===== config.mk =====
export PLATFORM = sky130hd
export DESIGN_NAME = i2c_target_regs
export DESIGN_NICKNAME = d
export VERILOG_FILES = /design/src/rtl/i2c_target_regs_pkg.sv /design/src/rtl/i2c_target_regs_if.sv /design/src/rtl/i2c_bus_monitor.sv /design/src/rtl/i2c_target_regs.sv
export SDC_FILE = /design/constraint.sdc
export NUM_CORES = 1
export LEC_CHECK = 0
export ABC_AREA = 1
export CORE_ASPECT_RATIO = 0.6
export CORE_UTILIZATION = 29
export DETAILED_ROUTE_END_ITERATION = 16
export GPL_TIMING_DRIVEN = 0
export SLEW_MARGIN = 40
export SYNTH_ARGS = -nofsm -noshare
export SYNTH_HDL_FRONTEND = slang
export SYNTH_HIERARCHICAL = 1
export SYNTH_SLANG_ARGS = --single-unit

===== constraint.sdc =====
create_clock -name clk_in -period 6.6 [get_ports clk_in]
set_clock_uncertainty 0.2 [all_clocks]
set_input_delay 1.32 -clock clk_in [delete_from_list [all_inputs] [get_ports clk_in]]
set_output_delay 1.32 -clock clk_in [all_outputs]
set_load 0.005 [all_outputs]

===== src/rtl/i2c_target_regs_pkg.sv =====
// Shared definitions for the I2C register target: device address, register map
// sizing, FSM state encoding and the debug view of the FSM.
package i2c_target_regs_pkg;

  localparam logic [6:0] DEFAULT_DEV_ADDR = 7'h50;
  localparam int         NUM_REGS         = 8;
  localparam int         RO_REGS          = 4;
  localparam int         PTR_W            = $clog2(NUM_REGS);

  typedef enum logic [3:0] {
    ST_IDLE,
    ST_ADDR,
    ST_ADDR_ACK,
    ST_PTR,
    ST_PTR_ACK,
    ST_WR_DATA,
    ST_WR_ACK,
    ST_RD_DATA,
    ST_RD_ACK,
    ST_IGNORE
  } state_t;

  typedef struct packed {
    state_t           state;
    logic [PTR_W-1:0] ptr;
  } dbg_t;

  // Registers below RO_REGS mirror status; the rest are the writable control bytes.
  function automatic logic is_writable(input logic [PTR_W-1:0] p);
    return int'(p) >= RO_REGS;
  endfunction

  function automatic logic [7:0] reg_byte(input logic [PTR_W-1:0] p,
                                          input logic [31:0] status,
                                          input logic [31:0] ctrl);
    logic [63:0] all_regs;
    all_regs = {ctrl, status};
    return all_regs[{p, 3'b000} +: 8];
  endfunction

endpackage


===== src/rtl/i2c_target_regs_if.sv =====
// Link between the pin-side bus monitor and the target FSM: raw pins in,
// synchronized SDA plus SCL edge and START/STOP events out.
interface i2c_target_regs_if;
  logic scl_raw;
  logic sda_raw;
  logic sda;
  logic scl_rise;
  logic scl_fall;
  logic start_det;
  logic stop_det;

  modport master (
    input  scl_raw, sda_raw,
    output sda, scl_rise, scl_fall, start_det, stop_det
  );

  modport slave (
    input sda, scl_rise, scl_fall, start_det, stop_det
  );
endinterface


===== src/rtl/i2c_bus_monitor.sv =====
// Synchronizes SCL/SDA into the clk domain and derives one-cycle SCL edge and
// START/STOP events from the synchronized levels.
module i2c_bus_monitor #(
  parameter int SYNC_STAGES = 2
) (
  input logic               clk,
  input logic               rst,
  i2c_target_regs_if.master bus
);

  logic [SYNC_STAGES-1:0] scl_sync;
  logic [SYNC_STAGES-1:0] sda_sync;
  logic                   scl_s;
  logic                   sda_s;
  logic                   scl_q;
  logic                   sda_q;

  // Flops reset to 1 so an idle (pulled-up) bus produces no spurious events.
  always_ff @(posedge clk) begin
    if (rst) begin
      scl_sync <= '1;
      sda_sync <= '1;
      scl_q    <= 1'b1;
      sda_q    <= 1'b1;
    end else begin
      scl_sync[0] <= bus.scl_raw;
      sda_sync[0] <= bus.sda_raw;
      for (int i = 1; i < SYNC_STAGES; i++) begin
        scl_sync[i] <= scl_sync[i-1];
        sda_sync[i] <= sda_sync[i-1];
      end
      scl_q <= scl_s;
      sda_q <= sda_s;
    end
  end

  assign scl_s = scl_sync[SYNC_STAGES-1];
  assign sda_s = sda_sync[SYNC_STAGES-1];

  assign bus.sda       = sda_s;
  assign bus.scl_rise  = scl_s & ~scl_q;
  assign bus.scl_fall  = ~scl_s & scl_q;
  assign bus.start_det = scl_s & scl_q & sda_q & ~sda_s;
  assign bus.stop_det  = scl_s & scl_q & ~sda_q & sda_s;

endmodule


===== src/rtl/i2c_target_regs.sv =====
// I2C target exposing 4 read-only status bytes and 4 read/write control bytes
// behind an auto-incrementing register pointer.
module i2c_target_regs
  import i2c_target_regs_pkg::*;
#(
  parameter logic [6:0] DEV_ADDR    = DEFAULT_DEV_ADDR,
  parameter int         SYNC_STAGES = 2
) (
  input  logic             clk_in,
  input  logic             rst_in,
  input  logic             scl_in,
  input  logic             sda_in,
  output logic             sda_oe_out,
  input  logic [31:0]      status_in,
  output logic [31:0]      ctrl_out,
  output logic             wr_strobe_out,
  output logic [PTR_W-1:0] wr_addr_out,
  output logic             busy_out,
  output dbg_t             dbg
);

  i2c_target_regs_if bus ();

  assign bus.scl_raw = scl_in;
  assign bus.sda_raw = sda_in;

  i2c_bus_monitor #(.SYNC_STAGES(SYNC_STAGES)) u_bus_monitor (
    .clk (clk_in),
    .rst (rst_in),
    .bus (bus.master)
  );

  state_t           state;
  logic [3:0]       bit_cnt;
  logic [7:0]       shift;
  logic [PTR_W-1:0] ptr;
  logic             rw;
  logic             mack;
  logic [7:0]       rx_byte;
  logic [7:0]       rd_byte;

  assign rx_byte   = {shift[6:0], bus.sda};
  assign rd_byte   = reg_byte(ptr, status_in, ctrl_out);
  assign dbg.state = state;
  assign dbg.ptr   = ptr;

  // SDA is sampled on SCL rise; sda_oe_out only moves on SCL fall, one clk later.
  always_ff @(posedge clk_in) begin
    if (rst_in) begin
      state         <= ST_IDLE;
      bit_cnt       <= '0;
      shift         <= '0;
      ptr           <= '0;
      rw            <= 1'b0;
      mack          <= 1'b1;
      ctrl_out      <= '0;
      sda_oe_out    <= 1'b0;
      wr_strobe_out <= 1'b0;
      wr_addr_out   <= '0;
      busy_out      <= 1'b0;
    end else begin
      wr_strobe_out <= 1'b0;
      if (bus.start_det) begin
        state      <= ST_ADDR;
        bit_cnt    <= '0;
        sda_oe_out <= 1'b0;
      end else if (bus.stop_det) begin
        state      <= ST_IDLE;
        bit_cnt    <= '0;
        sda_oe_out <= 1'b0;
        busy_out   <= 1'b0;
      end else begin
        unique case (state)
          ST_ADDR, ST_PTR, ST_WR_DATA: begin
            if (bus.scl_rise) begin
              shift   <= rx_byte;
              bit_cnt <= bit_cnt + 4'd1;
              if (state == ST_WR_DATA && bit_cnt == 4'd7 && is_writable(ptr)) begin
                ctrl_out[{ptr[1:0], 3'b000} +: 8] <= rx_byte;
                wr_strobe_out <= 1'b1;
                wr_addr_out   <= ptr;
              end
            end else if (bus.scl_fall && bit_cnt == 4'd8) begin
              bit_cnt    <= '0;
              sda_oe_out <= 1'b1;
              if (state == ST_ADDR) begin
                if (shift[7:1] == DEV_ADDR) begin
                  state    <= ST_ADDR_ACK;
                  rw       <= shift[0];
                  busy_out <= 1'b1;
                end else begin
                  state      <= ST_IGNORE;
                  sda_oe_out <= 1'b0;
                  busy_out   <= 1'b0;
                end
              end else if (state == ST_PTR) begin
                ptr   <= shift[PTR_W-1:0];
                state <= ST_PTR_ACK;
              end else begin
                ptr   <= ptr + 1'b1;
                state <= ST_WR_ACK;
              end
            end
          end
          ST_ADDR_ACK: begin
            if (bus.scl_fall) begin
              bit_cnt <= '0;
              if (rw) begin
                state      <= ST_RD_DATA;
                shift      <= rd_byte;
                sda_oe_out <= ~rd_byte[7];
                ptr        <= ptr + 1'b1;
              end else begin
                state      <= ST_PTR;
                sda_oe_out <= 1'b0;
              end
            end
          end
          ST_PTR_ACK, ST_WR_ACK: begin
            if (bus.scl_fall) begin
              state      <= ST_WR_DATA;
              bit_cnt    <= '0;
              sda_oe_out <= 1'b0;
            end
          end
          ST_RD_DATA: begin
            if (bus.scl_rise) begin
              bit_cnt <= bit_cnt + 4'd1;
            end else if (bus.scl_fall) begin
              if (bit_cnt == 4'd8) begin
                state      <= ST_RD_ACK;
                bit_cnt    <= '0;
                sda_oe_out <= 1'b0;
              end else begin
                shift      <= {shift[6:0], 1'b0};
                sda_oe_out <= ~shift[6];
              end
            end
          end
          ST_RD_ACK: begin
            if (bus.scl_rise) begin
              mack <= bus.sda;
            end else if (bus.scl_fall) begin
              bit_cnt <= '0;
              if (mack) begin
                state      <= ST_IGNORE;
                sda_oe_out <= 1'b0;
              end else begin
                state      <= ST_RD_DATA;
                shift      <= rd_byte;
                sda_oe_out <= ~rd_byte[7];
                ptr        <= ptr + 1'b1;
              end
            end
          end
          default: sda_oe_out <= 1'b0;
        endcase
      end
    end
  end

endmodule

Yosys cells after proc, flatten, opt, wreduce, memory -nomap -nowiden. Index checks and enable logic that the tools add are counted.

Output and inout port bits: 45. Logic and storage cells: 170. Flip-flop bits (word level): 65. Input port bits: 36.

Shift operators: 3. Equality and inequality tests: 38. Bitwise gates (word level): 17. Add/sub/neg operators: 3. $lt $le $gt $ge: 1. Reductions and logical operators: 26. Multiplexer cells: 66.

Operators by type and width (count): 4-bit 2-to-1 mux (19); 8-bit 2-to-1 mux (9); 64-bit by 7-bit indexed part select with 8-bit output (1); 4-bit != test, second input constant (9); 32-bit bitwise mux (1); 8-bit one-hot mux with 4 select lines (1); 8-bit by 7-bit variable shift with 32-bit output, first input constant (1); 8-bit by 7-bit indexed part select with 32-bit output (1); 3-bit 2-to-1 mux (10); 2-bit != test, second input constant (14); 1-bit 2-to-1 mux (21); 4-bit by 3-bit == test with 1-bit output, second input constant (5); 4-bit one-hot mux with 5 select lines (1); 10-bit AND reduction (2); 4-bit one-hot mux with 4 select lines (1); 5-bit AND reduction (3); 12-bit AND reduction (1); 11-bit AND reduction (1); 1-bit inverter (10); 3-bit != test, second input constant (3); 3-bit one-hot mux with 3 select lines (1); 3-bit OR reduction (3); 4-bit by 2-bit == test with 1-bit output, second input constant (2); 4-bit == test, second input constant (2); 21 further kinds (32).

Longest topological paths before layout.
Depth in word-level cells: 8. Mapped depth: 12. Mapped depth without buffers: 12.

Cells and area by module. Netlist, hierarchy kept.

Modules (own cells, without submodules): i2c_target_regs (instances 1, seq. area each 1181.1 µm², cells each 566, area an instance 3634.7 µm²); i2c_bus_monitor (instances 1, seq. area each 120.1 µm², cells each 24, area an instance 197.7 µm²).

Worst setup path before layout. No wires, ideal clock.

Kind: input -> register. From: input rst_in. To: register ctrl_out[13]. Stages: 5. Setup slack: 4.185 ns. Required time: 6.281 ns. Setup time: 0.119 ns. Buffers on the path: 2. Data arrival time: 2.095 ns. Path through: clkbuf_1 -> clkinv_1 -> clkbuf_1 -> o21ai_0 -> a21oi_1.

RTL lines: start: declaration (line i2c_target_regs.sv:10) `input logic rst_in,`; end signal: indexed assignment (line i2c_target_regs.sv:79) `ctrl_out[{ptr[1:0], 3'b000} +: 8] <= rx_byte;`; end: declaration (line i2c_target_regs.sv:15) `output logic [31:0] ctrl_out,`.

==> flow_summary.ini <==
[detailed_routing]
post-route-drc-count = 0
via_count = 4274
wl_per_cell_microns = 16.46
via_per_inst = 4.993
first_iter_violations = 466
ant_nets = 0
wirelength_microns = 14090
drt_pass1_iterations = 5

[clocking]
clock_latency_ns = 0.33
cts.repair.resized = 0
clkTransAtPathRegs_ns = 0.06
post_cts_buffers = 0
htreeDepth = 3
cts_hold_buf = 0
numCtsBuffers = 9
cts_tree = done
cts_buffer_depth = 2
cts.sink_count = 65
root_buffer = clkbuf_16

[floorplan]
core_area_sq_um = 12850
start_util_pct = 29.82
die_w_microns = 150.4
die_h_microns = 91.05
ios = 81
core.rowCount = 32
die-area_sq_um = 13690

[place]
port_buffers = 80
place.gp.congestion = 0.9542
preCtsSetupSlack_ns = 3.006
dp_hpwl_microns = 11030

[sta]
finalSetupViolCount = 0
timing.final.ws_setup_ns = 3.313
slew_headroom_pct = 55.34
min_period_ns = 3.287
hold_violations = 0
post-route-period-util_pct = 49.80
worst_pin_slew_ns = 0.6628
drv_slew = 0
whs_ns = 0.2006
rsz0062_at_grt = no
fin_setup_tns_ns = 0
max_freq_mhz = 304.2

[power]
p_sw_share_pct = 46.88
comb_power_share_pct = 51.6
peakVddDrop_uv = 174.7
p_int_mw = 1.095
p_leak_nw = 2.092
pwr-share-clk_pct = 23.6
p_sw_mw = 0.9663
powerDensity_nw_per_um2 = 400.0
seqPwrFrac_pct = 24.8

[global_route]
grt_max_degree = 13
grt_pass1_vias = 3851
grt_first_pass_wirelength_microns = 21160
grt_use_total_pct = 20.48
grt-ovfl-total = 0
antenna_found_initial = 0

[logic_synthesis]
yosysTopAreaCellShare_pct = 33.95
syn_nets = 633
ys.warnings.count = 6
syn-instance-count = 590
synth.top_cells.by_area = dfxtp_1 (34%), o21ai_0 (11%), nor2_1 (10%), nand2_1 (7.1%), a21oi_1 (6.7%)
ys_seq_elements = 65
syn_avg_cell_area_sq_um = 6.496
synth_ff_type = dfxtp_1
synth.most_common_cell = nor2_1
synth_edf_count = 0
syn-cell-area_sq_um = 3832
ys_async_sr_fraction_pct = 0
synth_cell_types = 35
netlist_top_cells_count = nor2_1 (102), o21ai_0 (88), nand2_1 (73), inv_1 (66), dfxtp_1 (65)
yosysSeqAreaShare_pct = 33.95
synth_top_cell_by_area = dfxtp_1

[critical_path]
crit_arrival_ns = 3.29
path_depth = 6
crit_family = buffers and inverters
required_ns = 6.60
cpPeakStageDelay_ns = 0.56
end_kind = register
critPathMaxFanout = 10
crit_path_start_kind = input port
rrSetupSlack_ns = 3.38
path_cells = clkdlybuf4s50_1 > clkbuf_1 > clkinv_1 > clkbuf_1 > o21ai_0 > a21oi_1
path_buf_inv = 4
r2r_cells = 8
cp_common_cell = clkbuf_1
path_class = in -> reg
cp_slowest_cell = clkdlybuf4s50_1

[final_layout]
layout-drive-gt1-share_pct = 7.872
nets = 724
areaGrowthSynthToFinish_pct = 34.44
antenna_cells = 0
fill_cells = 1361
final_core_util_pct = 40.09

[run_status]
outcome = complete, no violations

[job]
drv_cap = 0

[hold_path]
hp-class = reg -> reg
hold_depth = 1
[routing by layer]
metal,GRT usage [%],part of all wire (%),up-vias,routed length (microns)
met3,6.633,11,11,1481
li1,-,-,2115,-
met2,24.73,35,199,4866
met1,33.00,54,1949,7634
met5,0,0,-,0
met4,4.293,0.75,0,106
[logic make-up after synthesis]
kind of cell	Yosys count	synth area share, %
XOR/XNOR	2	0.4572
flip-flops	65	33.95
AND/OR/NAND/NOR	254	29.61
adder cells (fa/ha/maj)	7	2.285
AO/OA/AOI/OAI	161	22.79
buffers and inverters	101	10.90
[placed cells by master, fill, tap and decap left out, drive strengths merged]
master and n:
a21boi 1, a21oi 52, and2 1, buf 9, bufinv 1, clkbuf 27, clkdlybuf4s50 80, clkinv 6
clkinvlp 2, dfxtp 65, ha 7, inv 72, nand2 83, nand3 38, nand4 6, nor2 110
nor3 11, nor4 1, o211a 6, o211ai 9, o21a 2, o21ai 91, or2 4, xnor2 2
[flip-flops by register name (all words and copies together), names as in the netlist]
signal and cells:
u_bus_monitor/sda_q 1, sda_oe_out 1, ctrl_out 32, rw 1, state 4, busy_out 1
u_bus_monitor/scl_q 1, shift 8, bit_cnt 4, mack 1, wr_strobe_out 1, ptr 3
u_bus_monitor/scl_sync 2, wr_addr_out 3, u_bus_monitor/sda_sync 2
[path summary, 6_finish.rpt]
path | endpoint | startpoint
setup / recovery | ctrl_out[8] | rst_in
hold / removal | u_bus_monitor/sda_sync[1] | u_bus_monitor/sda_sync[0]
setup reg to reg | ctrl_out[18] | ptr[1]
hold reg to reg | u_bus_monitor/sda_sync[1] | u_bus_monitor/sda_sync[0]
[metrics by stage]
step	total power, mW	instances	cell area, sq um
floorplan	1.233	590	3832
global placement	1.542	840	4846
detailed placement	1.551	840	4846
CTS	2.041	856	5152
global route	2.204	856	5152
finish	2.061	856	5152
[power groups by stage]
stage | sequential [mW] | clock, mW | combinational [mW]
after floorplan | 0.495 | 0 | 0.738
after global placement | 0.517 | 0 | 1.02
after detailed placement | 0.518 | 0 | 1.03
after CTS | 0.510 | 0.494 | 1.04
after global routing | 0.517 | 0.513 | 1.17
final | 0.511 | 0.487 | 1.06
[final cells by class]
type | instances | area, sq um | share of cell area [%]
plain buffers | 26 | 133.9 | 2.598
clock buffers | 10 | 239.0 | 4.638
clock inverters | 6 | 67.56 | 1.311
inverters | 75 | 284.0 | 5.512
multi-input cells | 424 | 2113 | 41.02
flip-flops and latches | 65 | 1301 | 25.26
well taps | 170 | 212.7 | 4.128
repair buffers | 80 | 800.8 | 15.54
[worst reg2reg max path, stage by stage, from the launching register on]
cell and delay [ns]:
dfxtp_1 0.53, buf_2 0.27, clkinv_1 0.40, ha_1 0.48, clkbuf_1 0.44, nand2_1 0.27
nor3_1 0.22, o21ai_0 0.15, a21oi_1 0.18
Note: power is estimated with default switching activity, not from simulation.
